<file path="config.mk">
export PLATFORM = sky130hd
export DESIGN_NAME = inverse_factorial_seq
export DESIGN_NICKNAME = d
export VERILOG_FILES = /design/src/rtl/invfact_pkg.sv /design/src/rtl/inverse_factorial_seq.sv
export SDC_FILE = /design/constraint.sdc
export NUM_CORES = 1
export LEC_CHECK = 0
export ABC_CLOCK_PERIOD_IN_PS = 5900
export BUFFER_PORTS_ARGS = -buffer_cell sky130_fd_sc_hd__buf_4
export CAP_MARGIN = 10
export CORE_ASPECT_RATIO = 0.9
export CORE_MARGIN = 2
export CORE_UTILIZATION = 40
export CTS_BUF_LIST = sky130_fd_sc_hd__clkbuf_2
export DETAILED_ROUTE_END_ITERATION = 10
export RECOVER_POWER = 50
export SYNTH_ARGS = -nofsm -noshare
export SYNTH_HDL_FRONTEND = slang
export SYNTH_SLANG_ARGS = --single-unit
</file>
<file path="constraint.sdc">
create_clock -name clk -period 5.9 [get_ports clk]
set_input_delay 0.295 -clock clk [delete_from_list [all_inputs] [get_ports clk]]
set_output_delay 0.295 -clock clk [all_outputs]
set_load 0.005 [all_outputs]
</file>
<file path="src/rtl/invfact_pkg.sv">
// Shared types and default widths for the sequential inverse-factorial block.
package invfact_pkg;

    localparam int unsigned DATA_W_DEF = 16;
    localparam int unsigned N_W_DEF    = 4;
    localparam int unsigned ACC_W_DEF  = DATA_W_DEF + N_W_DEF;

    typedef enum logic [1:0] {
        IDLE = 2'd0,
        CALC = 2'd1,
        DONE = 2'd2
    } state_e;

endpackage : invfact_pkg

</file>
<file path="src/rtl/inverse_factorial_seq.sv">
// inverse_factorial_seq: finds n with n! == V by multiplying up one factor per clock.
//
// Ports:
//   clk        in   rising-edge clock
//   rst_n      in   asynchronous active-low reset
//   in_valid   in   V is valid (producer holds until accepted)
//   in_ready   out  block can accept V (high only when idle)
//   in_value   in   DATA_W-bit value V
//   out_valid  out  result valid, held until out_ready
//   out_ready  in   consumer accepts result
//   res_n      out  n when exact; inexact result is 0, or floor n with INVFACT_FLOOR_EN
//   res_exact  out  1 when V is exactly n!
//
// Build option: define INVFACT_FLOOR_EN to report the largest n with n! < V on
// inexact results instead of 0.
module inverse_factorial_seq
    import invfact_pkg::*;
#(
    parameter int unsigned DATA_W = DATA_W_DEF,
    parameter int unsigned N_W    = N_W_DEF
) (
    input  logic              clk,
    input  logic              rst_n,
    input  logic              in_valid,
    output logic              in_ready,
    input  logic [DATA_W-1:0] in_value,
    output logic              out_valid,
    input  logic              out_ready,
    output logic [N_W-1:0]    res_n,
    output logic              res_exact
);

    localparam int unsigned ACC_W = DATA_W + N_W;

    state_e             state_q, state_d;
    logic [DATA_W-1:0]  v_q, v_d;
    logic [ACC_W-1:0]   acc_q, acc_d;
    logic [N_W-1:0]     k_q, k_d;
    logic               in_ready_q, in_ready_d;
    logic               out_valid_q, out_valid_d;
    logic [N_W-1:0]     res_n_q, res_n_d;
    logic               res_exact_q, res_exact_d;

    logic [N_W-1:0]     k_inc;
    logic [ACC_W-1:0]   v_ext;
    logic [ACC_W-1:0]   acc_mul;
    logic [N_W-1:0]     inexact_n;

    // acc <= V before every multiply and k+1 < 2^N_W, so the product fits ACC_W.
    assign k_inc   = k_q + N_W'(1);
    assign v_ext   = ACC_W'(v_q);
    assign acc_mul = acc_q * ACC_W'(k_inc);

`ifdef INVFACT_FLOOR_EN
    // Overshoot at k means (k-1)! < V < k!; k is at least 1 here.
    assign inexact_n = k_q - N_W'(1);
`else
    assign inexact_n = '0;
`endif

    // State register and registered outputs.
    always_ff @(posedge clk or negedge rst_n) begin
        if (!rst_n) begin
            state_q     <= IDLE;
            v_q         <= '0;
            acc_q       <= '0;
            k_q         <= '0;
            in_ready_q  <= 1'b1;
            out_valid_q <= 1'b0;
            res_n_q     <= '0;
            res_exact_q <= 1'b0;
        end else begin
            state_q     <= state_d;
            v_q         <= v_d;
            acc_q       <= acc_d;
            k_q         <= k_d;
            in_ready_q  <= in_ready_d;
            out_valid_q <= out_valid_d;
            res_n_q     <= res_n_d;
            res_exact_q <= res_exact_d;
        end
    end

    // Next-state and next-output logic.
    always_comb begin
        state_d     = state_q;
        v_d         = v_q;
        acc_d       = acc_q;
        k_d         = k_q;
        in_ready_d  = in_ready_q;
        out_valid_d = out_valid_q;
        res_n_d     = res_n_q;
        res_exact_d = res_exact_q;

        case (state_q)
            IDLE: begin
                if (in_valid && in_ready_q) begin
                    v_d        = in_value;
                    acc_d      = ACC_W'(1);
                    k_d        = N_W'(1);
                    in_ready_d = 1'b0;
                    state_d    = CALC;
                end
            end
            CALC: begin
                if (acc_q == v_ext) begin
                    res_n_d     = k_q;
                    res_exact_d = 1'b1;
                    out_valid_d = 1'b1;
                    state_d     = DONE;
                end else if (acc_q > v_ext) begin
                    res_n_d     = inexact_n;
                    res_exact_d = 1'b0;
                    out_valid_d = 1'b1;
                    state_d     = DONE;
                end else begin
                    k_d   = k_inc;
                    acc_d = acc_mul;
                end
            end
            DONE: begin
                if (out_ready) begin
                    out_valid_d = 1'b0;
                    in_ready_d  = 1'b1;
                    state_d     = IDLE;
                end
            end
            default: begin
                state_d     = IDLE;
                in_ready_d  = 1'b1;
                out_valid_d = 1'b0;
            end
        endcase
    end

    assign in_ready  = in_ready_q;
    assign out_valid = out_valid_q;
    assign res_n     = res_n_q;
    assign res_exact = res_exact_q;

endmodule : inverse_factorial_seq

</file>
==> impl_metrics.py <==
metrics = {
    "floorplan": {
        "ioPinCount": 27,
        "design.core.area_um2": 11300,
        "fp-row-count": 37,
        "start_util_pct": 40.5,
        "die_area_um2": 12300,
        "die_x_um": 117,
        "die_h_um": 105,
    },
    "drt": {
        "top_layer_used": "met4",
        "via_per_inst": 4.92,
        "drc": 0,
        "drt_wl_total_mm": 10.4,
        "dr_wl_met3_um": 267,
        "via_count": 3497,
        "antenna_left": 0,
        "drtIter0Drc": 151,
        "met1_length_mm": 5.32,
        "wl_per_cell_um": 14.6,
        "wl_met2_mm": 4.70,
        "drt_pass1_iterations": 4,
    },
    "layout": {
        "final_nets": 644,
        "final_cell_count_no_fill": 711,
        "multi_input_area_um2": 2960,
        "regArea_um2": 1230,
        "final_area_um2": 5150,
        "drive_gt1_share_pct": 10.6,
        "insertedDiodeCount": 0,
        "n_fill_cell": 1153,
        "syn2layout_area_growth_pct": 12.5,
    },
    "synthesis": {
        "yosysTopAreaCellShare_pct": 26.3,
        "synth_cell_types": 47,
        "async_flop_share_pct": 100,
        "synth.top_cells.by_count": "inv_1, nand2_1, dfrtp_1, ha_1, and2_1",
        "synth_area_leaders": "dfrtp_1, fa_1, ha_1",
        "syn_inst": 516,
        "synthFlopType": "dfrtp_1",
        "netlist_area_um2": 4570,
        "synth_edf_count": 0,
        "syn_avg_cell_area_um2": 8.87,
        "syn_nets": 606,
        "post-synth-top-count-cell": "inv_1",
        "synth_area_leader_cell": "dfrtp_1",
        "ys_seq_elements": 49,
        "yosys_warnings": 0,
        "seq_area_frac_synth_pct": 26.8,
    },
    "power_and_ir_drop": {
        "peakVddDrop_v": 0.000149,
        "power_density_nw_per_um2": 224,
        "power_leakage_nw": 2.56,
    },
    "placement": {
        "dp.cells": 688,
        "dpl_cell_area_um2": 4930,
        "gp_congestion": 0.883,
        "hpwlAfterDp_mm": 7.90,
        "place_ws_ns": 1.10,
        "io_buffers": 26,
    },
    "global_route": {
        "grt_overflow": 0,
        "grt_max_degree": 50,
        "grt_pass1_vias": 3606,
        "grt_first_pass_wirelength_mm": 18.3,
        "antenna_found_initial": 0,
        "globalRouteTotalUtil_pct": 18.7,
    },
    "run": {
        "cap_violations": 1,
    },
    "clock_tree": {
        "root_buffer": "clkbuf_2",
        "cts_buffers": 5,
        "clock_sinks": 49,
        "cts_tree": "done",
        "clk_pin_slew_ns": 0.28,
        "cts-htree-levels": 2,
        "post_cts_buffers": 0,
        "clk_latency_ns": 0.49,
        "cts_buffer_depth": 2,
    },
    "sta": {
        "setup_slack_ns": 1.00,
        "hold_viol": 0,
        "setup_violations": 0,
        "fmax_mhz": 204,
        "slew_headroom_pct": -88.3,
        "min_period_ns": 4.90,
        "worst_pin_slew_ns": 2.82,
        "slew_viol_final": 50,
        "finalCritPeriodShare_pct": 83.0,
        "clock_skew_ns": 0.0325,
        "rsz0062_at_grt": "false",
        "tns_ns": 0,
    },
    "setup_path": {
        "path_cells": "nand3_1 -> xor2_1 -> buf_4 -> nor2b_1 -> fa_1 -> inv_1 -> fa_1 -> inv_1 -> ha_1 -> and3_1 -> a221o_1 -> a211o_1 -> a2111oi_0 -> a21oi_1 -> xnor2_1 -> o31ai_1",
        "crit_type": "reg2reg",
        "critPathMaxStageDelay_ns": 0.65,
        "critical_path_arrival_ns": 5.30,
        "startpoint_type": "register",
        "cp_slowest_cell": "dfrtp_1",
        "critPathRequiredTime_ns": 6.30,
        "worstSetupEndpointType": "register",
        "critPathMaxFanout": 13,
    },
    "run_status": {
        "outcome": "complete, but fails checks",
        "violations": "max-capacitance violations, max-slew violations",
    },
    "worst_hold_path": {
        "hp-class": "in2reg",
    },
}
==> timing repair <==
item / CTS / global route
hold buffers: 14 / 1
endpoints found under the hold margin: 61 / 1
gates resized for setup: 0 / 0
==> state kept, by name, indices dropped and copies added (netlist names) <==
name       cells
out_valid      1
v_q           16
in_ready       1
state_q        2
res_n          4
k_q            4
acc_q         20
res_exact      1
==> report_power, final <==
group	switching (mW)	internal (mW)
logic	0.319	0.156
clock network	0.132	0.0752
registers	0.0554	0.416
total	0.507	0.648
==> cell families after synthesis <==
logic type,share of synthesized area [%]
flops,26.8
simple gates,20.6
mux,0.465
buf+inv,8.51
fa+ha+maj,24.6
compound gates,14.9
xor+xnor,4.21
==> path summary, 6_finish.rpt <==
check	slack, ns	endpoint	depth (start not counted)	from
setup / recovery	1.00	acc_q[19]$_DFFE_PN0P_	16	k_q[0]$_DFFE_PN0P_
hold / removal	0.01	v_q[15]$_DFFE_PN0P_	3	in_value[15]
setup reg to reg	1.00	acc_q[19]$_DFFE_PN0P_	16	k_q[0]$_DFFE_PN0P_
hold reg to reg	0.53	res_exact$_DFFE_PN0P_	2	res_exact$_DFFE_PN0P_
max in group asynchronous	3.12	v_q[11]$_DFFE_PN0P_	2	rst_n
min in group asynchronous	1.19	acc_q[18]$_DFFE_PN0P_	2	rst_n
==> area by class of cell <==
cell class | instances | area share, %
Tap cell | 156 | 3.79
Sequential cell | 49 | 23.9
Clock inverter | 3 | 0.924
Inverter | 82 | 5.98
Clock buffer | 5 | 0.486
Multi-Input combinational cell | 370 | 57.6
Timing Repair Buffer | 46 | 7.37
==> layer usage <==
metal | up-vias | track usage, %
met3 | 10 | 2.36
met4 | 0 | 3.87
met5 | - | 0
met2 | 43 | 29.9
met1 | 1702 | 27.3
li1 | 1742 | -
==> worst max-delay path, delay by kind of cell (launching register included) <==
kind	cells	cell delay, ns
xor gates and xnor gates	2	0.67
buffers and inverters	3	0.36
and+or+nand+nor	3	0.41
adders and majority gates	3	1.41
AOI/OAI and AO/OA	5	1.34
DFF	1	0.65
==> per-stage QoR <==
stage,power [mW],hold WS [ns],utilization [%]
4_1_cts,1.16,0.00174,45.5
3_5_place_dp,0.948,0.377,43.6
3_3_place_gp,0.933,0.370,43.6
5_1_grt,1.25,0.0119,45.6
6_report,1.15,0.0139,45.6
2_1_floorplan,0.810,-0.000591,-
==> layout by cell type, fill, tap and decap left out, types with 2 or more instances in the layout <==
cell type / netlist / final
xor2_1: 12 / 12
clkbuf_2: 0 / 5
and3_1: 2 / 2
a21o_1: 11 / 11
or4_4: 2 / 2
o21a_1: 2 / 2
inv_6: 0 / 2
nor2b_1: 24 / 24
a2111oi_0: 2 / 2
o211ai_1: 3 / 3
nor3_1: 2 / 2
dfrtp_1: 48 / 48
nand2_1: 64 / 64
o21ai_0: 27 / 27
inv_1: 82 / 82
nand4_1: 4 / 4
a22o_1: 2 / 2
fa_1: 33 / 33
and2_1: 34 / 34
nand3_1: 9 / 9
xnor2_1: 10 / 10
clkbuf_4: 0 / 2
buf_4: 0 / 28
nand2b_1: 20 / 20
ha_1: 37 / 37
a31oi_1: 2 / 2
dlygate4sd3_1: 0 / 15
nor2_1: 16 / 16
a211o_1: 2 / 2
a21oi_1: 16 / 16
o31ai_2: 14 / 14
o21ai_1: 4 / 4
Power figures use the tool's default switching activity.
